### src/rtl/keypad_calc_fsm.sv
// keypad_calc_fsm: keypad-driven two-operand decimal calculator sequencer
module keypad_calc_fsm #(
  parameter int DIGITS = 2,
  parameter int OP_W = 7,
  parameter int RES_W = 15
) (
  input  logic             clk,
  input  logic             rst,
  input  logic [3:0]       key_in,
  input  logic             key_valid,
  output logic [1:0]       state,
  output logic [1:0]       mode_arith,
  output logic [OP_W-1:0]  operand_a,
  output logic [OP_W-1:0]  operand_b,
  output logic [RES_W-1:0] result,
  output logic             result_valid,
  output logic             key_ignored
);
  localparam int CW = $clog2(DIGITS + 1);
  typedef enum logic [1:0] {S_A, S_OP, S_B, S_RES} state_t;
  state_t st;
  logic [CW-1:0] cnt;
  logic is_dig, is_op, room;
  logic [OP_W-1:0] cur, dig;
  logic [OP_W+3:0] acc;
  logic signed [RES_W-1:0] ax, bx, res_calc;
  always_comb begin
    is_dig = key_in < 4'd10;
    is_op = key_in >= 4'd10 && key_in <= 4'd12;
    room = cnt < CW'(DIGITS);
    cur = st == S_A ? operand_a : operand_b;
    dig = OP_W'(key_in);
    acc = (OP_W+4)'(cur) * (OP_W+4)'(10) + (OP_W+4)'(key_in);
    ax = $signed(RES_W'(operand_a));
    bx = $signed(RES_W'(operand_b));
    res_calc = mode_arith == 2'd0 ? ax + bx : mode_arith == 2'd1 ? ax - bx : ax * bx;
  end
  assign state = st;
  always_ff @(posedge clk) begin
    if (rst || (key_valid && key_in == 4'd15)) begin
      st <= S_A;
      cnt <= '0;
      mode_arith <= '0;
      operand_a <= '0;
      operand_b <= '0;
      result <= '0;
      result_valid <= 1'b0;
      key_ignored <= 1'b0;
    end else begin
      result_valid <= 1'b0;
      key_ignored <= 1'b0;
      if (key_valid) begin
        case (st)
          S_A: begin
            if (is_dig) begin
              if (room) begin
                operand_a <= acc[OP_W-1:0];
                cnt <= cnt + 1'b1;
              end else key_ignored <= 1'b1;
            end else if (is_op) begin
              mode_arith <= 2'(key_in - 4'd10);
              cnt <= '0;
              st <= S_OP;
            end else if (key_in == 4'd13) key_ignored <= 1'b1;
            else begin
              operand_a <= '0;
              cnt <= '0;
            end
          end
          S_OP: begin
            if (is_dig) begin
              operand_b <= dig;
              cnt <= CW'(1);
              st <= S_B;
            end else if (is_op) mode_arith <= 2'(key_in - 4'd10);
            else if (key_in == 4'd13) key_ignored <= 1'b1;
            else begin
              operand_b <= '0;
              cnt <= '0;
            end
          end
          S_B: begin
            if (is_dig) begin
              if (room) begin
                operand_b <= acc[OP_W-1:0];
                cnt <= cnt + 1'b1;
              end else key_ignored <= 1'b1;
            end else if (is_op) mode_arith <= 2'(key_in - 4'd10);
            else if (key_in == 4'd13) begin
              result <= res_calc;
              result_valid <= 1'b1;
              st <= S_RES;
            end else begin
              operand_b <= '0;
              cnt <= '0;
              st <= S_OP;
            end
          end
          default: begin
            if (is_dig) begin
              operand_a <= dig;
              operand_b <= '0;
              cnt <= CW'(1);
              st <= S_A;
            end else key_ignored <= 1'b1;
          end
        endcase
      end
    end
  end
endmodule

### config.mk
export PLATFORM = sky130hd
export DESIGN_NAME = keypad_calc_fsm
export DESIGN_NICKNAME = d
export VERILOG_FILES = /design/src/rtl/keypad_calc_fsm.sv
export SDC_FILE = /design/constraint.sdc
export NUM_CORES = 1
export LEC_CHECK = 0
export CAP_MARGIN = 10
export CORE_UTILIZATION = 40
export CTS_CLUSTER_DIAMETER = 150
export DETAILED_ROUTE_END_ITERATION = 8
export PLACE_DENSITY = 0.58
export SLEW_MARGIN = 20
export SYNTH_ARGS = -nofsm -noshare
export SYNTH_HDL_FRONTEND = slang
export SYNTH_SLANG_ARGS = --single-unit
### constraint.sdc
create_clock -name clk -period 4.9 [get_ports clk]
set_clock_uncertainty 0.05 [all_clocks]
set_input_delay 0.735 -clock clk [delete_from_list [all_inputs] [get_ports clk]]
set_output_delay 0.735 -clock clk [all_outputs]
set_load 0.01 [all_outputs]
==> out/metrics.yaml <==
routing:
  wl_um: 11900
  drt_iter0_markers: 212
  vias: 3975
  post-route-drc-count: 0
  wl_per_cell_um: 16.5
  ant_nets: 0
  drt-pass1-iter-count: 4
  avgViaCountPerCell: 5.53
layout:
  final_nets: 671
  antenna_cells: 0
  synthToLayoutAreaGrowth_pct: 14.4
  design_area_sq_mm: 0.00506
  drive_above_1_share: 0.0553
  utilization: 0.469
global_route:
  grt_pass1_vias: 3828
  grt-ovfl-total: 0
  grtUsageTotal: 0.214
  grt_pass1_wl_um: 19300
  grt_start_max_net_pins: 25
  antenna_found_initial: 0
placement:
  numPortBuffers: 41
  gp_congestion: 0.812
  hpwl_um: 9160
  place_area_sq_mm: 0.00497
sta:
  fmax_ghz: 0.215
  slew_viol_final: 0
  period_share: 0.951
  maxSlewHeadroom: 0.418
  rsz0062_at_grt: "no"
  layout_min_cycle_time_ps: 4660
  worstMarginPinSlew_ps: 873
  whs_ps: 443
  tns_ps: 0
  setup_viol: 0
  hold_viol_final: 0
synthesis:
  synth.distinct_cells: 63
  synth_seq_cells: 37
  yosysMostFrequentCell: "ha_1"
  netlist_instances: 540
  synth_top_area_cell: "dfxtp_1"
  syn_nets: 633
  yosys_warnings: 0
  avgSynthCellArea_sq_um: 8.19
  synth_common_cells: "ha_1, nor2_1, inv_1"
  synthFlopType: "dfxtp_1"
  synthTopCellsByArea: "dfxtp_1, ha_1, fa_1, a21oi_1, nor2_1"
  synth_top_area_frac: 0.167
  netlist_area_sq_mm: 0.00442
  ys_seq_area_frac: 0.167
  synth_edf_count: 0
  synth-async-reset-ratio: 0
hold_path:
  min_path_type: "reg -> reg"
clocking:
  post_cts_buffers: 0
  clock-sinks: 37
  htreeDepth: 2
  cts_hold_buf: 0
  clk_pin_slew_ps: 90
  numCtsBuffers: 5
  root_buffer: "clkbuf_8"
  clk_path_buf_depth: 2
  clk_latency_ps: 300
  tritoncts: "built"
floorplanning:
  rows: 38
  die_w_um: 107
  start_util: 0.410
  pin_count: 42
  coreArea_sq_mm: 0.0108
  die_h_um: 107
  fp.dieArea_sq_mm: 0.0115
power_and_ir_drop:
  leakage_nw: 2.22
  ir_drop_mv: 0.135
  power_density_mw_per_mm2: 191
  power_mw: 0.965
setup_path:
  cp_slowest_cell: "fa_1"
  crit_arrival_ps: 4840
  critical_path_class: "reg -> reg"
  max_stage_delay_ps: 560
  required_ps: 5080
  path_max_fanout: 8
  regToRegSetupSlack_ps: 240
  path_cells: "ha_1 > fa_1 > inv_1 > fa_1 > inv_1 > fa_1 > inv_1 > fa_1 > inv_1 > ha_1 > and4_1 > a21o_1 > o21a_1 > a21oi_1 > mux2_2 > nor2_1"
  critPathCaptureType: "flip-flop"
  cp-start-kind: "flip-flop"
outcome:
  status: "finished, final reports clean"
job:
  maxCapViolations: 0
==> worst max-delay path: cells and delay by family, from the launching register on <==
family,cells,cell delay [ps]
muxes,1,340
and+or+nand+nor,2,320
buffers and inverters,4,190
AOI/OAI and AO/OA,3,540
adders and majority gates,6,2750
DFF,1,400
==> report_power, final <==
group / total, mW / switching, mW / internal (mW) / leakage [nW]
clock: 0.228 / 0.127 / 0.101 / 0.0445
combinational: 0.404 / 0.239 / 0.164 / 1.88
sequential: 0.333 / 0.0178 / 0.315 / 0.300
==> final timing paths <==
check / startpoint / endpoint / depth (start not counted)
worst min register to register: result[10] / result[10] / 2
worst min-delay path: result[10] / result[10] / 2
worst max register to register: operand_b[3] / result[13] / 16
worst max-delay path: operand_b[3] / result[13] / 16
==> layout by cell type, fill, tap and decap left out, drive strengths merged, types with 6 or more instances in the layout <==
master | netlist | routed
a211oi | 8 | 8
a21oi | 44 | 44
and2 | 29 | 29
buf | 12 | 11
clkdlybuf4s50 | 0 | 41
dfxtp | 37 | 37
fa | 28 | 28
ha | 58 | 58
inv | 49 | 50
mux2i | 6 | 6
nand2 | 39 | 39
nand2b | 9 | 9
nand3 | 12 | 12
nand4 | 10 | 10
nor2 | 51 | 51
nor2b | 7 | 7
nor3 | 8 | 8
o21ai | 35 | 35
xnor2 | 12 | 12
xor2 | 6 | 6
==> metrics by stage <==
stage	std cells	setup slack (ps)
after floorplan	540	465
after global placement	711	396
after CTS	719	228
final	719	239
after global routing	719	45.5
after detailed placement	711	292
==> sequential cells by signal, indices dropped and copies added, names as in the netlist <==
| signal | count |
|---|---|
| state | 2 |
| cnt | 2 |
| operand_b | 7 |
| operand_a | 7 |
| result | 15 |
| key_ignored | 1 |
| mode_arith | 2 |
| result_valid | 1 |
==> final cells by class <==
type | count | area (sq um)
sequential | 37 | 741
clock inverter | 3 | 21.3
multi-input combinational | 433 | 3380
timing repair buffer | 52 | 493
tap | 140 | 175
clock buffer | 5 | 68.8
inverter | 49 | 184
fill | 1087 | 5730
==> repair_timing <==
item                       in CTS  in global routing
setup endpoints to repair       0                  1
hold endpoints to repair        0                  0
gates resized for setup         0                  1
==> per-layer routing <==
metal / track usage / vias up / part of all wire / wire [um]
met3: 0.0286 / 12 / 0.034 / 404
li1: - / 1969 / - / -
met1: 0.281 / 1904 / 0.46 / 5500
met5: 0 / - / 0 / 0
met4: 0.0460 / 0 / 0.013 / 150
met2: 0.371 / 90 / 0.49 / 5810
==> kinds of logic after synthesis <==
family / count (synthesis) / share of synthesized area
AOI/OAI and AO/OA: 136 / 0.201
and+or+nand+nor: 185 / 0.217
xor gates and xnor gates: 18 / 0.0356
muxes: 8 / 0.0187
adders and majority gates: 86 / 0.291
DFF: 37 / 0.167
buffers and inverters: 70 / 0.0696
Note: power is estimated with default switching activity, not from simulation.
